==> src/rtl/sram_host_ctrl.sv <==
// rtl/sram_host_ctrl.sv - word-level command front end sequencing the sram_top serial-load protocol
// Optional read timeout: define SRAM_RD_TIMEOUT_EN.
module sram_host_ctrl #(
    parameter int ROWS    = 16,
    parameter int COLS    = 8,
    parameter int TIMEOUT = 15,
    localparam int AW     = $clog2(ROWS)
) (
    input  logic            clk,
    input  logic            rst,
    input  logic            cmd_valid,
    output logic            cmd_ready,
    input  logic            cmd_write,
    input  logic [AW-1:0]   cmd_addr,
    input  logic [COLS-1:0] cmd_wdata,
    output logic            rsp_valid,
    input  logic            rsp_ready,
    output logic [COLS-1:0] rsp_rdata,
    output logic            rsp_err,
    output logic            busy,
    output logic            serial_in,
    output logic            shift,
    output logic            load,
    output logic            w_en,
    output logic            r_en,
    output logic [AW-1:0]   addr,
    input  logic            data_valid,
    input  logic [COLS-1:0] data_out
);

    localparam int IW = (COLS > 1) ? $clog2(COLS) : 1;
    localparam logic [IW-1:0] LAST = IW'(COLS - 1);

    typedef enum logic [2:0] {
        S_IDLE, S_SHIFT, S_LOAD, S_WRITE, S_READ, S_WAIT, S_RESP
    } state_t;

    state_t          state, next_state;
    logic [IW-1:0]   bit_i, bit_i_d;
    logic [COLS-1:0] wdata_q, wsrc;
    logic            serial_d, shift_d, load_d, w_en_d, r_en_d, rsp_valid_d;
    logic            accept, rd_phase, timed_out;

    assign cmd_ready = (state == S_IDLE);
    assign busy      = (state != S_IDLE);
    assign accept    = cmd_valid & cmd_ready;
    assign rd_phase  = (state == S_READ) || (state == S_WAIT);

`ifdef SRAM_RD_TIMEOUT_EN
    localparam int CW = $clog2(TIMEOUT + 1);
    logic [CW-1:0] wait_cnt;
    logic          err_q;

    assign timed_out = rd_phase & ~data_valid & (wait_cnt == CW'(TIMEOUT - 1));
    assign rsp_err   = err_q;

    always_ff @(posedge clk) begin
        if (rst) begin
            wait_cnt <= '0;
            err_q    <= 1'b0;
        end else begin
            if (!rd_phase)
                wait_cnt <= '0;
            else if (!data_valid)
                wait_cnt <= wait_cnt + 1'b1;
            if (timed_out)
                err_q <= 1'b1;
            else if (state == S_RESP && rsp_ready)
                err_q <= 1'b0;
        end
    end
`else
    assign timed_out = (TIMEOUT < 0);
    assign rsp_err   = 1'b0;
`endif

    always_ff @(posedge clk) begin
        if (rst) begin
            state     <= S_IDLE;
            bit_i     <= '0;
            wdata_q   <= '0;
            addr      <= '0;
            serial_in <= 1'b0;
            shift     <= 1'b0;
            load      <= 1'b0;
            w_en      <= 1'b0;
            r_en      <= 1'b0;
            rsp_valid <= 1'b0;
            rsp_rdata <= '0;
        end else begin
            state     <= next_state;
            bit_i     <= bit_i_d;
            serial_in <= serial_d;
            shift     <= shift_d;
            load      <= load_d;
            w_en      <= w_en_d;
            r_en      <= r_en_d;
            rsp_valid <= rsp_valid_d;
            if (accept) begin
                addr    <= cmd_addr;
                wdata_q <= cmd_wdata;
            end
            if (rd_phase && data_valid)
                rsp_rdata <= data_out;
            else if (timed_out)
                rsp_rdata <= '0;
        end
    end

    always_comb begin
        next_state = state;
        case (state)
            S_IDLE:         if (cmd_valid) next_state = cmd_write ? S_SHIFT : S_READ;
            S_SHIFT:        if (bit_i == LAST) next_state = S_LOAD;
            S_LOAD:         next_state = S_WRITE;
            S_WRITE:        next_state = S_IDLE;
            S_READ, S_WAIT: next_state = (data_valid || timed_out) ? S_RESP : S_WAIT;
            S_RESP:         if (rsp_ready) next_state = S_IDLE;
            default:        next_state = S_IDLE;
        endcase
    end

    // Strobes are decoded from next_state so each one is a clean flop output aligned to its state.
    always_comb begin
        bit_i_d     = (state == S_SHIFT) ? bit_i + 1'b1 : '0;
        wsrc        = (state == S_IDLE) ? cmd_wdata : wdata_q;
        serial_d    = (next_state == S_SHIFT) & wsrc[LAST - bit_i_d];
        shift_d     = (next_state == S_SHIFT);
        load_d      = (next_state == S_LOAD);
        w_en_d      = (next_state == S_WRITE);
        r_en_d      = (next_state == S_READ);
        rsp_valid_d = (next_state == S_RESP);
    end

endmodule
==> config.mk <==
export PLATFORM = sky130hd
export DESIGN_NAME = sram_host_ctrl
export DESIGN_NICKNAME = d
export VERILOG_FILES = /design/src/rtl/sram_host_ctrl.sv
export SDC_FILE = /design/constraint.sdc
export NUM_CORES = 1
export LEC_CHECK = 0
export CAP_MARGIN = 30
export CORE_MARGIN = 2
export CORE_UTILIZATION = 44
export CTS_CLUSTER_SIZE = 14
export DETAILED_ROUTE_END_ITERATION = 10
export PLACE_DENSITY = 0.78
export SYNTH_ARGS = -nofsm -noshare
export SYNTH_HDL_FRONTEND = slang
export SYNTH_SLANG_ARGS = --single-unit
==> constraint.sdc <==
create_clock -name clk -period 2.25 [get_ports clk]
set_input_delay 0.45 -clock clk [delete_from_list [all_inputs] [get_ports clk]]
set_output_delay 0.45 -clock clk [all_outputs]
set_load 0.02 [all_outputs]
==> After elaboration in Yosys (flattened, before gate mapping) <==
Index checks and enable logic that the tools add are counted.
{ "word_totals": {"regBits": 32, "in_bits": 26, "output_inout_bits": 21, "elab_cells": 42} }
{ "op_classes": {"n_addsub": 2, "order_cmp": 1, "eq_ne": 11, "n_mux": 10, "bitwise": 2, "n_reduce_logical": 5} }
{ "ops": {"columns": ["cell", "count"], "rows": [
  ["3-bit equality test (second input constant)", 6],
  ["3-bit two-way mux", 5],
  ["3-bit case mux with 5 select lines", 1],
  ["3-bit by 2-bit equality test with 1-bit output (second input constant)", 3],
  ["8-bit two-way mux", 1],
  ["3-bit by 1-bit equality test with 1-bit output (second input constant)", 2],
  ["3-bit by 4-bit < comparator with 1-bit output (second input constant)", 1],
  ["3-bit by 1-bit adder with 3-bit output (second input constant)", 1],
  ["1-bit binary-select mux with 3-bit select", 1],
  ["3-bit logical NOT", 1],
  ["3-bit nonzero test", 1],
  ["3-bit subtractor (first input constant)", 1],
  ["1-bit bitwise AND", 2],
  ["2-bit two-way mux", 1],
  ["2-bit OR reduction", 1],
  ["1-bit logical AND", 1],
  ["1-bit logical OR", 1],
  ["1-bit two-way mux", 1]
]} }

==> Depth between registers and ports, before layout <==
{ "logic_depth": {"depth_word": 6, "mapped_depth": 7, "mapped_depth_nobuf": 7} }

==> Worst setup path after synthesis <==
OpenSTA, ideal clock, no wires.
{ "synth_timing": {"path_type": "register to output", "start": "register state[1]", "end": "output cmd_ready", "t_arrival_ps": 1136, "required_time_ps": 1800, "setup_slack_ps": 664, "stages_incl_launch_ff": 4, "n_path_buf": 1, "path_cell_list": "dfxtp_1 > buf_4 > or3_1 > inv_1"} }
{ "synth_via": {"elab_chain_cells": 1} }
{ "synth_lines": {"columns": ["element", "line", "text"], "rows": [
  ["start, declared", "38", "state_t state, next_state;"],
  ["start signal, assigned", "91", "state <= next_state;"],
  ["3-bit logical NOT", "44", "assign cmd_ready = (state == S_IDLE);"],
  ["end, declared", "12", "output logic cmd_ready,"]
]} }
Every way passes these cells.

==> Worst setup path after layout <==
{ "layout_timing": {"start": "register state[2]", "end": "output cmd_ready"} }
The elaborated chain is that of the path after synthesis.

==> impl_metrics.csv <==
group,metric,value,unit
clock_tree,clkLatencyLatePin,0.33,ns
floorplan,die_area,0.00352,mm^2
floorplan,std_cell_rows,20,
timing,fmax,499,MHz
worst_setup_path,critPathLaunch,"state[2]",
detailed_routing,vias_per_cell,5.29,
logic_synthesis,ys.flop_type,"dfxtp_1",
pwr,p_seq_share,48.5,%
min_path,hp-class,"reg -> reg",
logic_synthesis,synth_cell_types,38,
flow_run,cap_violations,0,
timing,hold_viol,0,
floorplan,die_w,59.3,um
worst_setup_path,cp-start-kind,"flip-flop",
grt,grt_usage,19.9,%
placed_design,dp_hpwl,2350,um
logic_synthesis,synth-seq-cells,32,
detailed_routing,vias,1254,
timing,worst_slew_pin_slew,0.540,ns
pwr,clockPowerShare,26.4,%
pwr,power_switching_share,30.3,%
timing,fin_crit_sh,89.0,%
detailed_routing,wire_per_inst,13.3,um
timing,setup-tns-final,0,ns
detailed_routing,drt-total-wl,3140,um
pwr,p_int,0.000911,W
final_layout,fin_util,62.7,%
clock_tree,cts_inserted_buffers,5,
clock_tree,ctsLongestPathBuffers,2,
pwr,max-vdd-ir-drop,0.000343,V
timing,fin_skew,0.00234,ns
worst_setup_path,path_class,"reg -> out",
final_layout,fin_nets,231,
clock_tree,cts.sinks,32,
final_layout,most-common-layout-cells,"nand2_1, clkdlybuf4s50_1, dfxtp_1",
logic_synthesis,netlist_area,0.00135,mm^2
clock_tree,htree_levels,2,
logic_synthesis,syn_inst,157,
clock_tree,root_buffer,"clkbuf_4",
worst_setup_path,critPathArrivalTime,1.55,ns
logic_synthesis,yosys_warnings,0,
placed_design,port_buffers,45,
clock_tree,post-cts-setup-buffer-count,0,
logic_synthesis,syn-num-nets,185,
floorplan,io_pins,47,
worst_setup_path,worstPathRequired,1.80,ns
worst_setup_path,r2r_cells,7,
grt,grt_remaining_overflow,0,
logic_synthesis,synth-edff-count,0,
pwr,switching_power,0.000397,W
clock_tree,cts_tree,"done",
worst_setup_path,r2r_slack,0.48,ns
clock_tree,path_clk_slew,0.09,ns
min_path,hold_start,"rsp_rdata[2]",
pwr,total_power,0.00131,W
outcome,status,"completed",
logic_synthesis,avgSynthCellArea,8.58,um^2
worst_setup_path,rr_startpoint,"bit_i[0]",
final_layout,post_route_cells_drive_above_1_share,9.80,%
logic_synthesis,seq_area_frac_synth,47.6,%
min_path,hold_path_depth,2,
placed_design,place.gp.congestion,0.911,
worst_setup_path,endpoint_kind,"primary output",
final_layout,area_delta_synth_final,38.7,%
timing,rsz0062_at_grt,"false",
grt,grt_max_degree,16,
timing,drv_slew,0,
detailed_routing,ant_nets,0,
grt,grt_pass1_wl,5220,um
final_layout,layoutNonFillerInstCount,237,
grt,antenna_found_initial,0,
worst_setup_path,worstReg2RegEnd,"serial_in",
logic_synthesis,synthArstFlopShare,0,%
detailed_routing,drt_iter0_drc,37,
pwr,power.share.combinational,25.1,%
timing,max-slew-margin-rel,63.9,%
clock_tree,hold_buffers,0,
grt,first_global_vias,1187,
pwr,cellLeakagePower,0.759,nW
floorplan,start_util,45.2,%
floorplan,core_area,0.00298,mm^2
detailed_routing,firstDrtPassIters,4,
detailed_routing,drc_errors,0,
placed_design,dp_cells,229,
timing,setup_viol,0,
pwr,powerDensity,701,mW/mm^2
floorplan,dieHeight,59.3,um
timing,fin_crit,2.00,ns
min_path,whs_endpoint,"rsp_rdata[2]",
worst_setup_path,crit_path_max_fanout,9,
final_layout,n_antenna_cell,0,
==> final cells by class <==
| type | instances | area, um^2 |
|---|---|---|
| inverter | 3 | 11.3 |
| multi-input combinational | 113 | 638 |
| timing repair buffer | 48 | 474 |
| clock inverter | 2 | 10.0 |
| clock buffer | 6 | 51.3 |
| tap | 33 | 41.3 |
| sequential | 32 | 641 |
| fill | 249 | 1110 |
==> per-layer routing <==
layer	global-route usage, %	vias to the layer above	wire [um]	share of wire [%]
met5	0	-	0	0
met4	10.4	0	65	2.1
met3	7.64	8	266	8.5
met2	30.8	53	1460	46
met1	23.9	573	1360	43
li1	-	620	-	-
==> how the worst max path moves through the flow <==
stage	endpoint	slack, ns	cells after the start
floorplan	cmd_ready	0.66	3
finish	cmd_ready	0.25	3
global route	cmd_ready	0.16	3
global placement	serial_in	0.34	6
CTS	busy	0.05	2
detailed placement	serial_in	0.27	6
==> logic make-up (layout without fill, tap and decap cells) <==
family	count (synthesis)	in the layout	share of synthesized area, %
multiplexers	2	2	2.42
AND/OR/NAND/NOR	74	74	26.3
adder cells (fa/ha/maj)	2	2	1.86
buffers and inverters	12	59	5.02
flip-flops	32	32	47.6
other	1	1	0.279
AO/OA/AOI/OAI	34	34	16.5
==> metrics by stage <==
step / setup slack (ns) / hold slack [ns] / instance area [um^2]
6_report: 0.247 / 0.462 / 1870
5_1_grt: 0.162 / 0.492 / 1870
4_1_cts: 0.0521 / 0.466 / 1860
3_5_place_dp: 0.275 / 0.451 / 1800
3_3_place_gp: 0.344 / 0.444 / 1800
2_1_floorplan: 0.664 / 0.433 / 1350
==> worst max-delay path: stages, from the launching register on <==
cell and delay, ns:
dfxtp_1 0.42, or3_1 0.42, inv_1 0.06, dlygate4sd2_1 0.32
==> flip-flops by register name, indices dropped and copies added (netlist names) <==
| name | count |
|---|---|
| addr | 4 |
| bit_i | 3 |
| load | 1 |
| r_en | 1 |
| rsp_rdata | 8 |
| rsp_valid | 1 |
| serial_in | 1 |
| shift | 1 |
| state | 3 |
| w_en | 1 |
| wdata_q | 8 |
==> timing repair <==
item                                    4_1_cts  5_1_grt
endpoints found under the setup margin        1        1
cloned                                        0        0
pin swaps                                     0        0
resized for setup                             1        1
hold endpoints to repair                      0        0
==> power groups by stage <==
stage | sequential (W) | combinational, W | clock [W]
6_report | 0.000634 | 0.000329 | 0.000345
5_1_grt | 0.000639 | 0.000359 | 0.000383
4_1_cts | 0.000635 | 0.000331 | 0.000349
3_5_place_dp | 0.000647 | 0.000334 | 0
3_3_place_gp | 0.000646 | 0.000323 | 0
2_1_floorplan | 0.000667 | 0.000180 | 0
==> Yosys cell counts (2+ instances only) <==
| master | instances | area [um^2] |
|---|---|---|
| a21oi_1 | 21 | 105 |
| a21oi_2 | 2 | 17.5 |
| and3_1 | 3 | 18.8 |
| buf_4 | 4 | 30.0 |
| clkbuf_1 | 4 | 15.0 |
| dfxtp_1 | 32 | 641 |
| ha_1 | 2 | 25.0 |
| inv_1 | 2 | 7.51 |
| nand2_1 | 43 | 161 |
| nand2b_1 | 3 | 18.8 |
| nor2_1 | 9 | 33.8 |
| nor2b_1 | 2 | 12.5 |
| nor3_1 | 2 | 10.0 |
| o21ai_0 | 2 | 10.0 |
| or3_1 | 3 | 18.8 |
(Power assumes the default switching activity.)
